`config.mk`:
```
export PLATFORM = sky130hd
export DESIGN_NAME = multiplicador_uc
export DESIGN_NICKNAME = d
export VERILOG_FILES = /design/src/rtl/multiplicador_pkg.sv /design/src/rtl/watchdog_cnt.sv /design/src/rtl/multiplicador_uc.sv
export SDC_FILE = /design/constraint.sdc
export NUM_CORES = 1
export LEC_CHECK = 0
export ABC_AREA = 1
export ABC_CLOCK_PERIOD_IN_PS = 1800
export CAP_MARGIN = 40
export CORE_MARGIN = 1.5
export CORE_UTILIZATION = 49
export CTS_BUF_LIST = sky130_fd_sc_hd__clkbuf_4
export DETAILED_ROUTE_END_ITERATION = 8
export PLACE_DENSITY = 0.88
export SLEW_MARGIN = 5
export SYNTH_ARGS = -nofsm -noshare
export SYNTH_HDL_FRONTEND = slang
export SYNTH_SLANG_ARGS = --single-unit
export TNS_END_PERCENT = 50
```
`constraint.sdc`:
```
create_clock -name clk -period 1.8 [get_ports clk]
set_clock_uncertainty 0.15 [all_clocks]
set_input_delay 0.18 -clock clk [delete_from_list [all_inputs] [get_ports clk]]
set_output_delay 0.18 -clock clk [all_outputs]
set_load 0.05 [all_outputs]
```
`src/rtl/multiplicador_pkg.sv`:
```
// Shared types and constants for the shift-add multiplier control unit.
// Latency and watchdog sizing are expressed as functions of the operand width.
package multiplicador_pkg;

    typedef enum logic [2:0] {
        IDLE  = 3'd0,
        LOAD  = 3'd1,
        ADD   = 3'd2,
        SHIFT = 3'd3,
        DONE  = 3'd4
    } state_t;

    localparam int DEFAULT_WIDTH = 8;

    // Edges from the start-sampling edge until done is visible:
    // one to capture start, one for LOAD, two per iteration.
    function automatic int latency_cycles(input int width);
        return 2 + 2 * width;
    endfunction

    function automatic int wd_width(input int width);
        return $clog2(width + 1);
    endfunction

    localparam int DEFAULT_LATENCY = latency_cycles(DEFAULT_WIDTH);
    localparam int DEFAULT_WD_W    = wd_width(DEFAULT_WIDTH);

endpackage

```
`src/rtl/watchdog_cnt.sv`:
```
// Saturating up-counter of SHIFT states per product, with a terminal-compare flag.
module watchdog_cnt #(
    parameter int LIMIT = 8,
    parameter int CW    = $clog2(LIMIT + 1)
) (
    input  logic          clk,
    input  logic          rst,
    input  logic          clr,
    input  logic          inc,
    output logic [CW-1:0] count,
    output logic          at_limit
);

    assign at_limit = (count == CW'(LIMIT));

    // Saturates so a stuck datapath can never wrap the count back into range.
    always_ff @(posedge clk or negedge rst) begin
        if (!rst) begin
            count <= '0;
        end else if (clr) begin
            count <= '0;
        end else if (inc && !at_limit) begin
            count <= count + CW'(1);
        end
    end

endmodule

```
`src/rtl/multiplicador_uc.sv`:
```
// Control unit for the shift-add multiplier datapath: start/ack handshake,
// ADD/SHIFT sequencing, synchronous abort and a shift-count watchdog.
module multiplicador_uc
    import multiplicador_pkg::*;
#(
    parameter int WIDTH = DEFAULT_WIDTH
) (
    input  logic clk,
    input  logic rst,
    input  logic start,
    input  logic ack,
    input  logic abort,
    input  logic qlsb,
    input  logic zero,
    output logic a_rst,
    output logic a_en,
    output logic b_en,
    output logic q_en,
    output logic cnt_en,
    output logic a_ld,
    output logic b_ld,
    output logic q_ld,
    output logic cnt_ld,
    output logic busy,
    output logic done,
    output logic err
);

    localparam int WDW = wd_width(WIDTH);

    state_t         state;
    state_t         next_state;
    logic           start_q;
    logic           load_r;
    logic           add_r;
    logic           shift_r;
    logic           done_r;
    logic           busy_r;
    logic [WDW-1:0] wd_count;
    logic           wd_at_limit;
    logic           wd_first;
    logic           wd_late;
    logic           wd_early;
    logic           wd_clr;
    logic           wd_inc;

    watchdog_cnt #(
        .LIMIT (WIDTH),
        .CW    (WDW)
    ) u_watchdog (
        .clk      (clk),
        .rst      (rst),
        .clr      (wd_clr),
        .inc      (wd_inc),
        .count    (wd_count),
        .at_limit (wd_at_limit)
    );

    // The count already includes the SHIFT currently being executed.
    assign wd_first = (wd_count == WDW'(1)) && (WIDTH > 1);
    assign wd_late  = (state == SHIFT) && !abort && wd_at_limit && !zero;
    assign wd_early = (state == SHIFT) && !abort && wd_first && zero;
    assign wd_clr   = (state == LOAD);
    assign wd_inc   = (next_state == SHIFT);

    always_comb begin
        next_state = state;
        case (state)
            IDLE:  next_state = start_q ? LOAD : IDLE;
            LOAD:  next_state = abort ? IDLE : ADD;
            ADD:   next_state = abort ? IDLE : SHIFT;
            SHIFT: begin
                if (abort || wd_late) begin
                    next_state = IDLE;
                end else if (zero) begin
                    next_state = DONE;
                end else begin
                    next_state = ADD;
                end
            end
            DONE:    next_state = ack ? IDLE : DONE;
            default: next_state = IDLE;
        endcase
    end

    // State-decoded flags are registered from next_state so they track the state register exactly.
    always_ff @(posedge clk or negedge rst) begin
        if (!rst) begin
            state   <= IDLE;
            start_q <= 1'b0;
            load_r  <= 1'b0;
            add_r   <= 1'b0;
            shift_r <= 1'b0;
            done_r  <= 1'b0;
            busy_r  <= 1'b0;
            err     <= 1'b0;
        end else begin
            state   <= next_state;
            start_q <= (state == IDLE) && (next_state == IDLE) && start;
            load_r  <= (next_state == LOAD);
            add_r   <= (next_state == ADD);
            shift_r <= (next_state == SHIFT);
            done_r  <= (next_state == DONE);
            busy_r  <= (next_state == LOAD) || (next_state == ADD) || (next_state == SHIFT);
            if (wd_late || wd_early) begin
                err <= 1'b1;
            end
        end
    end

    assign a_rst  = load_r;
    assign b_en   = load_r;
    assign b_ld   = load_r;
    assign q_ld   = load_r;
    assign cnt_ld = load_r;
    assign q_en   = load_r | shift_r;
    assign a_ld   = add_r & qlsb;
    assign a_en   = shift_r | (add_r & qlsb);
    assign cnt_en = shift_r & ~zero;
    assign busy   = busy_r;
    assign done   = done_r;

    a_busy_done_exclusive: assert property (@(posedge clk) disable iff (!rst) !(busy && done));
    a_load_implies_enable: assert property (@(posedge clk) disable iff (!rst) a_ld |-> a_en);
    a_done_quiet:          assert property (@(posedge clk) disable iff (!rst)
                                            done |-> !(a_en || b_en || q_en || cnt_en || cnt_ld));

endmodule

```
# [After elaboration in Yosys (flattened, before gate mapping)]
# Cells that the tools add are included.
[classes] eq_ne=10 reduce_logical=18 addsub=1 bitwise_logic=5 muxes=9
[ops] op="$pmux W3 S5" count=1
[ops] op="$eq A3 B2 Y1 const B" count=4
[ops] op="$mux W3" count=3
[ops] op="$logic_and A1 B1 Y1" count=8
[ops] op="$mux W4" count=2
[ops] op="$eq A3 B1 Y1 const B" count=2
[ops] op="$eq A3 B3 Y1 const B" count=2
[ops] op="$logic_not A3 Y1" count=2
[ops] op="$add A4 B1 Y4 const B" count=1
[ops] op="$eq A4 B1 Y1 const B" count=1
[ops] op="$eq A4 B4 Y1 const B" count=1
[ops] op="$logic_or A1 B1 Y1" count=4
[ops] op="$mux W2" count=2
[ops] op="$logic_not A1 Y1" count=3
[ops] op="$and A1 B1 Y1" count=2
[ops] op="$or A1 B1 Y1" count=2
[ops] op="$reduce_bool A2 Y1" count=1
[ops] op="$mux W1" count=1
[ops] op="$not A1 Y1" count=1
[totals] regBits=14 output_inout_bits=12 elab_cells=52

# [Depth between registers and ports, before layout]
# Gate-level depths: netlist (run 1).
[logic_depth] word_depth=11 depth_mapped=8

# [By module]
# A second synthesis (run 1) with hierarchy kept.
[unflattened] cells_unflattened=81 area_unflattened_um2=689.4
[modules_own_cells] module="multiplicador_uc" area_per_inst_um2=460.4 cells_per_inst=52 instances=1
[modules_own_cells] module="watchdog_cnt" area_per_inst_um2=229.0 cells_per_inst=29 instances=1

# [Least setup slack after synthesis (run 1)]
# Ideal clock, no wire load.
[synth_timing] path_kind="register -> output" startpoint="register load_r, in the netlist a_rst" endpoint="output q_en" t_required_ps=1470 path_stages_with_launch=2 arrival_time_ps=1064 path_buffers=0 slack_ps=406 cell_sequence="dfrtp_1 > or2_2"
[synth_via] elab_chain_cells=1
[synth_rtl] item="start, declared" line="multiplicador_uc.sv:34" text="logic load_r;"
[synth_rtl] item="start signal, assigned" line="multiplicador_uc.sv:100" text="load_r <= (next_state == LOAD);"
[synth_rtl] item="$or A1 B1 Y1" line="multiplicador_uc.sv:116" text="assign q_en = load_r | shift_r;"
[synth_rtl] item="end, declared" line="multiplicador_uc.sv:18" text="output logic q_en,"
# No other way between the ends.

# [Worst setup path after layout (run 1)]
[layout_timing] startpoint="register done_r, in the netlist done" endpoint="output done"
[layout_rtl] item="start, declared" line="multiplicador_uc.sv:37" text="logic done_r;"
[layout_rtl] item="start signal, assigned" line="multiplicador_uc.sv:103" text="done_r <= (next_state == DONE);"
[layout_rtl] item="end, declared" line="multiplicador_uc.sv:25" text="output logic done,"
# No word-level cell between the ends.

==> results.toml, run 1 <==
[cts]
cts_root_buf = "clkbuf_4"
post_cts_buffers = 0
htreeDepth = 1
cts_tree = "built"
post_cts_resized = 0
numCtsBuffers = 3
cts.path.max_buffers = 2
cts_hold_buf = 0
insertion_delay_ns = 0.28
cts.sinks = 14
path_clk_slew_ns = 0.08

[route]
routed_wl_um = 1340
ant_nets = 0
dr.pass1.iters = 4
m1WireLength_um = 598
wire_per_inst_um = 11.2
met3_length_um = 62
first_iter_violations = 15
drc = 0
vias_per_cell = 4.93
vias = 592
top_layer = "met4"
wl_met2_um = 652

[floorplanning]
dieArea_um2 = 1730
coreArea_um2 = 1350
die_w_um = 41.7
initial_core_util_pct = 54.2
io_pins = 19
rows = 13
die_h_um = 41.7

[critical_path]
worstSetupStartpoint = "done$_DFF_PN0_"
r2r_cells = 8
slowest_stage = "clkdlybuf4s50_1"
rr_startpoint = "u_watchdog.count[0]$_DFFE_PN0P_"
rrSetupSlack_ns = 0.39
crit_buf_inv = 1
crit_required_ns = 1.47
crit_chain = "clkdlybuf4s50_1"
path_max_fanout = 1
crit_end = "done"
r2r_end = "start_q$_DFF_PN0_"
path_depth = 1
crit_family = "buffers and inverters"
path_class = "reg2out"
crit_path_end_kind = "output port"
startpoint_type = "register"
crit_arrival_ns = 1.39
worst_path_largest_cell_delay_ns = 0.79

[global_routing]
antenna_found_initial = 0
grt_usage_pct = 17.2
grt_max_degree = 15
grt_first_pass_wirelength_um = 2280
gr-total-overflow = 0
grt_pass1_vias = 532

[power_and_ir_drop]
peakVddDrop_uv = 968
p_switching_mw = 0.730
power_density_nw_per_um2 = 1580
p_comb_share_pct = 56.0
swShare_pct = 49.5
p_clk_share_pct = 11.6
cellLeakagePower_nw = 0.530
p_seq_share_pct = 32.4
p_int_mw = 0.745

[synth]
synthArstFlopShare_pct = 100
ys.flop_type = "dfrtp_1"
netlist_area_um2 = 732
synth_area_leader_cell = "dfrtp_1"
synth-warning-count = 0
synthCells = 88
ys_seq_area_share_pct = 47.9
synth_cell_types = 17
synth-edff-count = 0
yosysTopAreaCellShare_pct = 47.9
synth-seq-cells = 14
synth_nets = 98
synth_area_leaders = "dfrtp_1 (48%), nand2_1 (10%), inv_1 (7.2%)"
synth.avg_cell_area_um2 = 8.32

[placement]
placedInstanceArea_um2 = 911
dp_slack_ns = 0.352
gp_congestion = 0.890
port-buffer-count = 18
dp_hpwl_um = 1070

[timing]
min_period_ns = 1.72
finalHoldViolCount = 0
max_freq_ghz = 0.580
period_share_pct = 95.8
report.final.setup_viol = 0
worst_pin_slew_ns = 0.611
slew_headroom_pct = 59.1
rsz0062_at_grt = "false"
setup_tns_ns = 0
setup_ws_ns = 0.0758
finalMaxSlewViolations = 0

[layout]
final_cell_area_um2 = 933
fin_util_pct = 69.1
final_layout_size_suffix_gt1_share_pct = 24.8
diodes = 0
finalNetCount = 117
area_growth_pct = 27.5
fill_cells = 96

[run]
drv_cap = 0

[worst_hold_path]
hold_path_class = "in2async"

[outcome]
status = "finished clean"
state kept, by name, indices dropped and copies added (netlist names):
register / cells
u_watchdog.count: 4
a_rst: 1
busy: 1
add_r: 1
shift_r: 1
err: 1
state: 3
start_q: 1
done: 1
worst min path at each step:
stage / from / end / slack [ns] / cells past startpoint
floorplan: rst / a_rst$_DFF_PN0_ / -0.27 / 0
global placement: err$_DFFE_PN0P_ / err$_DFFE_PN0P_ / 0.32 / 1
detailed placement: err$_DFFE_PN0P_ / err$_DFFE_PN0P_ / 0.32 / 1
CTS: rst / busy$_DFF_PN0_ / 0.15 / 1
global route: rst / err$_DFFE_PN0P_ / 0.19 / 1
finish: rst / start_q$_DFF_PN0_ / 0.13 / 1
cells in the mapped netlist (2+ instances only):
library cell	count
nand2_1	20
dfrtp_1	14
inv_1	14
nand3_1	10
nor2_1	5
buf_4	4
ha_1	3
inv_2	3
nor2_2	3
o21ai_0	3
nand2_2	2
nand3_2	2
per-layer routing:
metal / track usage (%) / vias up
met1: 21.1 / 265
met3: 1.74 / 3
met5: 0 / -
li1: - / 300
met2: 30.0 / 24
met4: 7.74 / 0
layout by cell type (no fill, tap or decap), drive strengths merged:
| master | instances |
|---|---|
| buf | 11 |
| or2 | 1 |
| ha | 3 |
| clkdlybuf4s50 | 7 |
| dfrtp | 14 |
| xor2 | 1 |
| inv | 17 |
| o21bai | 1 |
| o21ai | 3 |
| nand3 | 12 |
| clkbuf | 3 |
| nand2 | 22 |
| nand4 | 1 |
| nor2 | 9 |
power by group through the flow:
stage	logic [mW]	registers (mW)	clock network (mW)
floorplan	0.511	0.581	0
global placement	0.812	0.478	0
detailed placement	0.824	0.486	0
CTS	0.830	0.479	0.175
global route	0.869	0.490	0.192
finish	0.826	0.478	0.171
metrics by stage:
step	total power [mW]	hold WS (ns)	instances
after floorplan	1.09	-0.266	88
after global placement	1.29	0.322	117
after detailed placement	1.31	0.318	117
after CTS	1.48	0.153	120
after global routing	1.55	0.186	120
final	1.47	0.130	120
cell type report:
cell class / instances / area, um2 / area share [%]
Sequential cell: 14 / 350 / 37.5
Inverter: 17 / 63.8 / 6.84
Tap cell: 15 / 18.8 / 2.01
Multi-Input combinational cell: 53 / 288 / 30.8
Clock buffer: 3 / 22.5 / 2.41
Timing Repair Buffer: 18 / 190 / 20.4
cells by family after synthesis:
logic type               count (synthesis)  synth area share, %
flip-flops                              14                 47.9
AO/OA/AOI/OAI                            4                 3.08
XOR/XNOR                                 1                 1.20
AND/OR/NAND/NOR                         45                 29.9
adder cells (fa/ha/maj)                  3                 5.13
buffers and inverters                   21                 12.8
No activity file was read; power rests on OpenSTA's default activity.
==> run 2, diff against run 1 <==
--- a/config.mk
+++ b/config.mk
@@ -13,6 +13,7 @@
 export CTS_BUF_LIST = sky130_fd_sc_hd__clkbuf_4
 export DETAILED_ROUTE_END_ITERATION = 8
 export PLACE_DENSITY = 0.88
+export SKIP_CTS_REPAIR_TIMING = 1
 export SLEW_MARGIN = 5
 export SYNTH_ARGS = -nofsm -noshare
 export SYNTH_HDL_FRONTEND = slang
==> results of run 2 <==
Same layout as run 1: the final DEF is identical, and so are final timing and power.
==> run 3, diff against run 2 <==
--- a/config.mk
+++ b/config.mk
@@ -11,6 +11,7 @@
 export CORE_MARGIN = 1.5
 export CORE_UTILIZATION = 49
 export CTS_BUF_LIST = sky130_fd_sc_hd__clkbuf_4
+export CTS_CLUSTER_SIZE = 40
 export DETAILED_ROUTE_END_ITERATION = 8
 export PLACE_DENSITY = 0.88
 export SKIP_CTS_REPAIR_TIMING = 1
==> results of run 3 <==
Same layout as run 1: the final DEF is identical, and so are final timing and power.
==> patch: new RTL, settings of run 3 <==
Register the output `cnt_en`, without a reset; this adds one clock of latency there. The other outputs are not delayed to match.
--- a/src/rtl/multiplicador_uc.sv
+++ b/src/rtl/multiplicador_uc.sv
@@ -28,4 +28,6 @@
 
     localparam int WDW = wd_width(WIDTH);
+
+    logic cnt_en_d;
 
     state_t         state;
@@ -117,5 +119,5 @@
     assign a_ld   = add_r & qlsb;
     assign a_en   = shift_r | (add_r & qlsb);
-    assign cnt_en = shift_r & ~zero;
+    assign cnt_en_d = shift_r & ~zero;
     assign busy   = busy_r;
     assign done   = done_r;
@@ -124,5 +126,9 @@
     a_load_implies_enable: assert property (@(posedge clk) disable iff (!rst) a_ld |-> a_en);
     a_done_quiet:          assert property (@(posedge clk) disable iff (!rst)
-                                            done |-> !(a_en || b_en || q_en || cnt_en || cnt_ld));
+                                            done |-> !(a_en || b_en || q_en || cnt_en_d || cnt_ld));
+
+    always_ff @(posedge clk) begin
+        cnt_en <= cnt_en_d;
+    end
 
 endmodule
Behaviour: not the same (a bounded check fails within 10 cycles, from zero or initial values and one cycle with rst low).
==> patch against run 3 <==
Synthesized area grew 2.7%; hold slack got worse by 0.016 ns; routed wire length increased by 7.7%; design area rose by 1.9%; synthesized cell count grew 1.1%; sequential cell count rose by 1; setup slack lost 0.021 ns; total power up 4.0%.
==> patch: results (changes against run 3) <==
Parameter                              Value

Power and ir drop
  Total internal power ... 788 uW (+5.9%)
  Maximum VDD drop ... 1000 uV (+3.5%)
  Leakage power summed over all cells ... 0.538 nW (+1.5%)

Hold path
  Worst hold-check path type ... input port to async pin

GRT
  Global routing usage on met3 ... 5.60% (+3.9 points)
  Global-route usage over all layers ... 21.4% (+4.3 points)
  First-pass GRT wire length ... 2.83 mm (+24%)
  GRT met1 Usage ... 23.7% (+2.6 points)
  Routing usage on met2 ... 36.6% (+6.6 points)

Worst setup path
  Crit path max-delay cell type ... sky130_fd_sc_hd__clkdlybuf4s50_1
  Worst-path fanout max ... 1 (unchanged)
  Top delay family on crit path ... buffers and inverters
  Signal arrival time at the worst endpoint ... 1.42 ns (+0.03 ns)
  FF-to-FF path depth ... 7 (-1)

Layout
  Count of antenna diodes in the layout ... 0 (unchanged)
  Layout filler cell count ... 107 (+11%)
  Share of cells above drive strength 1 ... 24.3% (-0.46 points)
  Largest registers in the final layout ... u_watchdog.count x4, state x3
  Number of nets in the final layout ... 118 (+0.85%)

Placement
  Final HPWL from detailed placement ... 1.11 mm (+3.9%)
  Last weighted congestion value of the routability-driven placer ... 0.877 (-1.5%)
  Area after detailed placement ... 921 um^2 (+1.1%)
  Total of buffers placed on input and output ports ... 18 (unchanged)

Synthesis
  Synth Net Count ... 99 (+1.0%)
  Area share of fa/ha/maj cells after synthesis ... 4.99% (-0.14 points)
  Sequential fraction of the synthesis area ... 49.3% (+1.4 points)
  Share of synthesized registers carrying an async set or reset ... 93.3% (-6.7 points)
  Yosys warning total ... 0 (unchanged)
  Number of synthesized flops with an enable pin ... 0 (unchanged)
  Xor-xnor portion of the synthesized cell area ... 1.16% (-0.032 points)
  Area contributors post-synth ... sky130_fd_sc_hd__dfrtp_1, sky130_fd_sc_hd__nand2_1, sky130_fd_sc_hd__inv_1
  Share of the synthesized area in compound gates (AO/OA/AOI/OAI) ... 3.00% (-0.082 points)
  Number of distinct standard cells referenced by the synthesized netlist ... 18 (+1)
  Most used flip-flop cell after synthesis ... sky130_fd_sc_hd__dfrtp_1

Clocking
  Clock tree buffer depth ... 2 (unchanged)
  Clock insertion delay at the later pin of the skew report ... 0.28 ns (about the same)

Detailed routing
  Iter 0 DRT Violations ... 14 (-1)
  Post-DR wirelength/cell ... 11.8 um (+5.9%)
  Total iterations of the first detailed-routing run ... 4 (unchanged)
  Total number of vias ... 636 (+7.4%)

STA
  Transition time of the tightest slew-check pin ... 0.596 ns (-0.0149 ns)

Status
  Status ... completed
patch: logic make-up after synthesis:
kind of cell    count (synthesis)
compound gates                  4
simple gates                   45
buf+inv                        21
fa+ha+maj                       3
flops                          15
xor+xnor                        1
patch: final cells by class:
| type | instances | area, um^2 | share of cell area, % |
|---|---|---|---|
| Inverter | 17 | 63.8 | 6.71 |
| Multi-Input combinational cell | 53 | 288 | 30.3 |
| Tap cell | 15 | 18.8 | 1.97 |
| Sequential cell | 15 | 370 | 38.9 |
| Clock buffer | 4 | 30.0 | 3.16 |
| Timing Repair Buffer | 18 | 180 | 18.9 |
patch: power by group through the flow:
stage / clock, mW / sequential [mW] / combinational (mW)
finish: 0.208 / 0.503 / 0.823
global route: 0.231 / 0.511 / 0.887
CTS: 0.208 / 0.501 / 0.827
detailed placement: 0 / 0.507 / 0.825
global placement: 0 / 0.505 / 0.808
floorplan: 0 / 0.612 / 0.504
patch: routing by layer:
layer	wire length (um)	part of all wire [%]	vias up
met5	0	0	-
met4	55	3.8	0
met3	97	6.7	10
met2	702	49	35
met1	586	41	284
li1	-	-	307
patch: worst paths after layout:
| kind | from | end | slack (ns) |
|---|---|---|---|
| max | done | done | 0.05 |
| min | rst | busy | 0.11 |
| max reg2reg | u_watchdog.count[0] | u_watchdog.count[2] | 0.31 |
| min reg2reg | shift_r | cnt_en | 0.34 |
| max in group asynchronous | rst | u_watchdog.count[0] | 1.00 |
| min in group clk | start | start_q | 0.31 |
patch: per-stage QoR:
step | instances | total power [mW] | setup slack, ns | util [%]
finish | 122 | 1.53 | 0.0547 | 69.6
global route | 122 | 1.63 | 0.0141 | 69.6
CTS | 122 | 1.54 | 0.0460 | 69.6
detailed placement | 118 | 1.33 | 0.331 | 67.4
global placement | 118 | 1.31 | 0.373 | 67.4
floorplan | 89 | 1.12 | 0.406 | -
